--- config.mk ---
export PLATFORM = sky130hd
export DESIGN_NAME = register_array_loader
export DESIGN_NICKNAME = d
export VERILOG_FILES = /design/src/rtl/register_array_loader.sv
export SDC_FILE = /design/constraint.sdc
export NUM_CORES = 1
export LEC_CHECK = 0
export BUFFER_PORTS_ARGS = -buffer_cell sky130_fd_sc_hd__buf_2
export CORE_AREA = 2 2 431 433
export CTS_CLUSTER_SIZE = 28
export DETAILED_ROUTE_END_ITERATION = 16
export DIE_AREA = 0 0 433 435
export GPL_TIMING_DRIVEN = 0
export SYNTH_ARGS = -nofsm -noshare
export SYNTH_HDL_FRONTEND = slang
export SYNTH_SLANG_ARGS = --single-unit
--- constraint.sdc ---
create_clock -name clk -period 2.6 [get_ports clk]
set_input_delay 0.13 -clock clk [delete_from_list [all_inputs] [get_ports clk]]
set_output_delay 0.13 -clock clk [all_outputs]
set_load 0.005 [all_outputs]
--- src/rtl/register_array_loader.sv ---
// register_array_loader: stages a serial word stream into a parallel register array,
// commits it with a one-cycle write enable, and streams the array back out serially.
module register_array_loader #(
    parameter int WIDTH = 32,
    parameter int DEPTH = 16
) (
    input  logic                         clk,
    input  logic                         rst_n,
    input  logic                         load_start,
    input  logic                         unload_start,
    input  logic                         abort,
    input  logic [WIDTH-1:0]             in_data,
    input  logic                         in_valid,
    output logic                         in_ready,
    output logic [WIDTH-1:0]             out_data,
    output logic                         out_valid,
    input  logic                         out_ready,
    output logic [DEPTH-1:0][WIDTH-1:0]  arr_data_in,
    output logic                         arr_write_en,
    input  logic [DEPTH-1:0][WIDTH-1:0]  arr_data_out,
    output logic                         busy,
    output logic                         done
);
    localparam int IW = $clog2(DEPTH);
    localparam logic [IW-1:0] LAST = IW'(DEPTH - 1);

    typedef enum logic [1:0] {IDLE, LOAD, COMMIT, UNLOAD} state_t;

    state_t        state, state_nx;
    logic [IW-1:0] idx, idx_nx;
    logic          in_hs, out_hs, done_nx;

    always_comb begin
        in_ready     = state == LOAD;
        out_valid    = state == UNLOAD;
        arr_write_en = state == COMMIT;
        busy         = state != IDLE;
        in_hs        = in_ready && in_valid;
        out_hs       = out_valid && out_ready;
        out_data     = arr_data_out[idx];
        state_nx     = state;
        idx_nx       = idx;
        done_nx      = 1'b0;
        case (state)
            IDLE:   state_nx = load_start ? LOAD : unload_start ? UNLOAD : IDLE;
            LOAD: begin
                if (abort) state_nx = IDLE;
                else if (in_hs) begin
                    idx_nx   = idx + 1'b1;
                    state_nx = idx == LAST ? COMMIT : LOAD;
                end
            end
            COMMIT: begin
                state_nx = IDLE;
                done_nx  = 1'b1;
            end
            UNLOAD: begin
                if (abort) state_nx = IDLE;
                else if (out_hs) begin
                    idx_nx   = idx + 1'b1;
                    state_nx = idx == LAST ? IDLE : UNLOAD;
                    done_nx  = idx == LAST;
                end
            end
            default: state_nx = IDLE;
        endcase
        // every path into IDLE restarts the index so the next transfer begins at entry 0
        if (state_nx == IDLE) idx_nx = '0;
    end

    always_ff @(posedge clk or negedge rst_n) begin
        if (!rst_n) begin
            state <= IDLE;
            idx   <= '0;
            done  <= 1'b0;
        end else begin
            state <= state_nx;
            idx   <= idx_nx;
            done  <= done_nx;
        end
    end

    // a word accepted in the same cycle as abort is still staged, just never committed
    always_ff @(posedge clk or negedge rst_n) begin
        if (!rst_n) arr_data_in <= '0;
        else if (in_hs) arr_data_in[idx] <= in_data;
    end
endmodule

Yosys cells after proc, flatten, opt, wreduce, memory -nomap -nowiden. Index checks and enable logic that the tools add are counted.

$add $sub $neg: 1. Order comparisons: 2. Eq/ne operators: 8. Multiplexer cells: 23. Reduce and logical (&&, ||, !) cells: 8.

Operators by type and width (count): $bwmux 512 (1); $bmux 32 s4 (1); $demux 32 s4 (1); $mux 32 (2); $mux 4 (5); $mux 2 (8); $pmux 2 s4 (1); $pmux 4 s2 (1); $ne 3x1->1 const B (2); $ne 3x2->1 const B (2); $lt 4x5->1 const B (1); $reduce_and 5->1 (1); $add 4x1->4 const B (1); $eq 2x2->1 const B (2); $eq 4x4->1 const B (1); $ge 4x1->1 const B (1); $logic_not 2->1 (2); $logic_and 1x1->1 (3); $reduce_bool 3->1 (1); $eq 2x1->1 const B (1); $mux 1 (2); $pmux 1 s2 (1); $reduce_bool 2->1 (1).

Bits in registers: 519. Output and inout bits: 549.

Logic depth before layout (Yosys ltp).
Depth in word-level cells: 8. Depth in mapped cells: 9.

Worst setup path before layout. OpenSTA, ideal clock, no wires.

Path kind: register to register. Start point: register idx[1]. End point: register arr_data_in[385] (netlist name). Setup time: 0.128 ns. Data arrival time: 2.005 ns. Data required time: 2.472 ns. Slack: 0.468 ns. Cell stages (with the launch flop): 10. Cell sequence: dfrtp_1 -> clkbuf_1 -> buf_2 -> clkbuf_1 -> inv_1 -> ha_1 -> nand2_1 -> nor2_1 -> buf_4 -> mux2_1.

Longest elaborated chain between the ends: 5. Elaborated cells between the ends (all ways): 6. Classes of those cells: 2 x order compare; 3 x mux; 1 x reduce/logical.

Ends and longest elaborated chain: start, declared (RTL line 30) `logic [IW-1:0] idx, idx_nx;`; start signal, assigned (RTL line 78) `idx <= idx_nx;`; $lt 4x5->1 (not written as such) / $ge 4x1->1 (equally long branches) (RTL line 86) `else if (in_hs) arr_data_in[idx] <= in_data;`; $logic_and 1x1->1 (not written as such) (RTL line 86); $mux 32 (not written as such) (RTL line 86); $demux 32 s4 (*) (RTL line 86); $bwmux 512 (*) (RTL line 86); end signal, assigned by index (RTL line 86); end, declared (RTL line 18) `output logic [DEPTH-1:0][WIDTH-1:0] arr_data_in,`.

Every way passes the cells marked *; elsewhere a longest branch is shown, timed or not. A chain may end at the register's enable or synchronous reset.

Final worst setup path.
Start point: register idx[0]. End point: output port out_data[11].

Longest elaborated chain between the ends: 2.

Ends and longest elaborated chain: $bmux 32 s4 (RTL line 40) `out_data = arr_data_out[idx];`; $mux 32 (not written as such) (RTL line 40); end, declared (RTL line 15) `output logic [WIDTH-1:0] out_data,`.

No other way between the ends. The select of a mux whose other input is x is not followed.

==> results.ini <==
[job]
maxCapViolCount=0

[power]
intPower_mw=17.8
ir_drop_mv=0.548
combPwrFrac_pct=33.6
pwr-share-clk_pct=30.6
powerDensity_nw_per_um2=739
leakagePower_nw=18.4
p_sw_share_pct=33.3
power.switching_mw=8.87
p_seq_share_pct=35.8

[cts]
cts_tree=built
clockRootBuffer=clkbuf_16
cts_sinks=519
path_clk_slew_ns=0.07
clk_latency_ns=0.66
cts-htree-levels=2
cts_inserted_buffers=55
cts.path.max_buffers=3

[die]
io_pins=1100
die-height_um=435
initial_utilization_pct=12.7
die_w_um=433
core_area_um2=184000
die_area_um2=188000
rows=158

[route]
firstDrtPassIters=5
routed_wirelength_um=166000
drt_iter0_drc=1336
num_vias=19500
via_per_inst=3.66
ant_nets=0
drc=0
wire_per_inst_um=31.1

[worst_setup_path]
cp-end-kind=output port
start_kind=register
ff2ff_path_depth=12
startpoint=idx[0]$_DFFE_PN0P_
rr_startpoint=idx[0]$_DFFE_PN0P_
worstPathArrival_ns=2.97
crit_fanout=10
critical_path_class=register to output port
cp.required_ns=2.47

[placement]
port_buffers=1099
dp_hpwl_um=142000
gp_congestion=0.972

[grt]
grt_util_all_layers_pct=17.0
grt_overflow=0
grt_max_degree=126
grt_pass1_wl_um=207000
grt_pass1_vias=19400
antenna_found_initial=131

[sta]
rsz0062_at_grt=yes
fin_crit_ns=3.10
setup_ws_ns=-0.496
finalHoldViolations=0
slew_headroom_pct=21.6
clock-skew-final_ns=0.0409
fmaxAchievable_mhz=323
tns_ns=-20.80
final_max_slew_viol_count=0
finalSetupViolCount=121
period_share_pct=119
worstMarginPinSlew_ns=1.18

[synthesis]
avgSynthCellArea_um2=17.0
syn_inst=1377
synth_seq_area_share_pct=55.6
synth_cell_types=31
synth_mux_area_share_pct=40.2
synthFlopType=dfrtp_1
synth_simple_gate_area_share_pct=0.953
yosys.area_share.adder_pct=0.214
synth-seq-cells=519
synth_edf_count=0
synth_top_family_by_area=multiplexers
postSynth.asyncResetShare_pct=100
synth_compound_area_share_pct=0.241
yosys_warnings=0
synthesis.nets=1932
yosys.area_share.xor_xnor_pct=0.112
syn_area_um2=23400

[finish]
final_util_pct=19.6
drive_gt1_share_pct=56.5
nNetsFinal=3169
area_delta_synth_final_pct=54.4

[min_path]
whs_path_depth=4
worstHoldStart=in_valid
hold_class=input pin to register

[status]
status=complete, but fails checks
violations=negative setup slack

worst max-delay path, stage by stage (launching register included):
cell and delay, ns:
dfrtp_1 0.39, buf_8 0.18, buf_12 0.15, buf_12 0.19, mux4_2 0.66, mux4_2 0.51, buf_2 0.18
sequential cells by signal (all words and copies together), names as in the netlist:
| signal | flops |
|---|---|
| arr_data_in | 512 |
| done | 1 |
| idx | 4 |
| state | 2 |
cell usage in the layout, fill, tap and decap left out, drive strengths merged, types with 7 or more instances in the layout:
master | netlist | final
buf | 70 | 1206
clkbuf | 50 | 130
clkinv | 0 | 15
dfrtp | 519 | 519
diode | 0 | 192
dlygate4sd3 | 0 | 39
inv | 7 | 9
mux2 | 512 | 512
mux4 | 160 | 160
nand2 | 7 | 7
nor2 | 16 | 16
logic make-up after synthesis:
| group | after synthesis |
|---|---|
| muxes | 674 |
| DFF | 519 |
| buffers and inverters | 127 |
| and+or+nand+nor | 41 |
| AOI/OAI and AO/OA | 9 |
| adders and majority gates | 4 |
| xor gates and xnor gates | 3 |
Yosys cell counts, types with 2 or more instances:
library cell,number,area share [%]
dfrtp_1,519,56
mux2_1,512,25
mux4_2,160,15
buf_2,53,1.1
clkbuf_1,50,0.80
buf_6,10,0.48
nor2_2,9,0.24
inv_1,7,0.11
nand2_1,7,0.11
nor2_1,7,0.11
buf_4,6,0.19
nand3_1,5,0.11
a21oi_1,4,0.086
ha_1,4,0.21
nand2b_1,3,0.080
nor2b_1,3,0.080
xnor2_1,3,0.11
mux2i_1,2,0.086
area by class of cell:
type	count	area (µm²)
fillers	20100	148000
flip-flops and latches	519	13000
multi-input cells	731	9900
repair buffers	1186	6760
well taps	2480	3100
clock buffers	75	1540
plain buffers	114	991
diodes	192	480
clock inverters	26	305
inverters	7	26.3
metal layers:
| metal | global-route usage, % | vias up | part of all wire, % |
|---|---|---|---|
| li1 | - | 7883 | - |
| met1 | 15.7 | 10300 | 31 |
| met2 | 32.7 | 990 | 56 |
| met3 | 2.84 | 357 | 5.1 |
| met4 | 12.9 | 14 | 7.9 |
| met5 | 0 | - | 0.050 |
path summary, 6_finish.rpt:
check,slack [ns],end
worst min-delay path,0.08,arr_data_in[480]$_DFFE_PN0P_
max in group asynchronous,0.50,arr_data_in[82]$_DFFE_PN0P_
worst max-delay path,-0.50,out_data[11]
worst max register to register,-0.20,arr_data_in[477]$_DFFE_PN0P_
min in group asynchronous,0.54,arr_data_in[485]$_DFFE_PN0P_
worst min register to register,0.48,arr_data_in[410]$_DFFE_PN0P_
timing repair:
item / CTS / global route
hold buffers: 39 / 0
hold endpoints to repair: 470 / 0
buffers inserted: 30 / 7
pin swaps: 10 / 3
endpoints found under the setup margin: 507 / 273
gates resized for setup: 117 / 97
cloned: 2 / 3
power groups by stage:
| stage | Combinational [mW] | Sequential (mW) | Clock (mW) |
|---|---|---|---|
| finish | 8.97 | 9.55 | 8.15 |
| global route | 9.29 | 9.65 | 8.69 |
| CTS | 8.77 | 9.53 | 8.37 |
| detailed placement | 8.13 | 9.68 | 0 |
| global placement | 8.06 | 9.65 | 0 |
| floorplan | 3.42 | 9.72 | 0 |
per-stage QoR:
step                instances  cell area (µm²)  hold slack, ns  setup WS (ns)  power, mW
global route             5306            36000          0.0538         -0.541       27.6
floorplan                1377            23400          -0.166          0.468       13.1
CTS                      5130            35300          0.0124         -0.610       26.7
finish                   5330            36100          0.0774         -0.496       26.7
global placement         4956            32000           0.445          -9.55       17.7
detailed placement       4962            32100           0.118          -1.43       17.8
No activity file was read; power rests on OpenSTA's default activity.
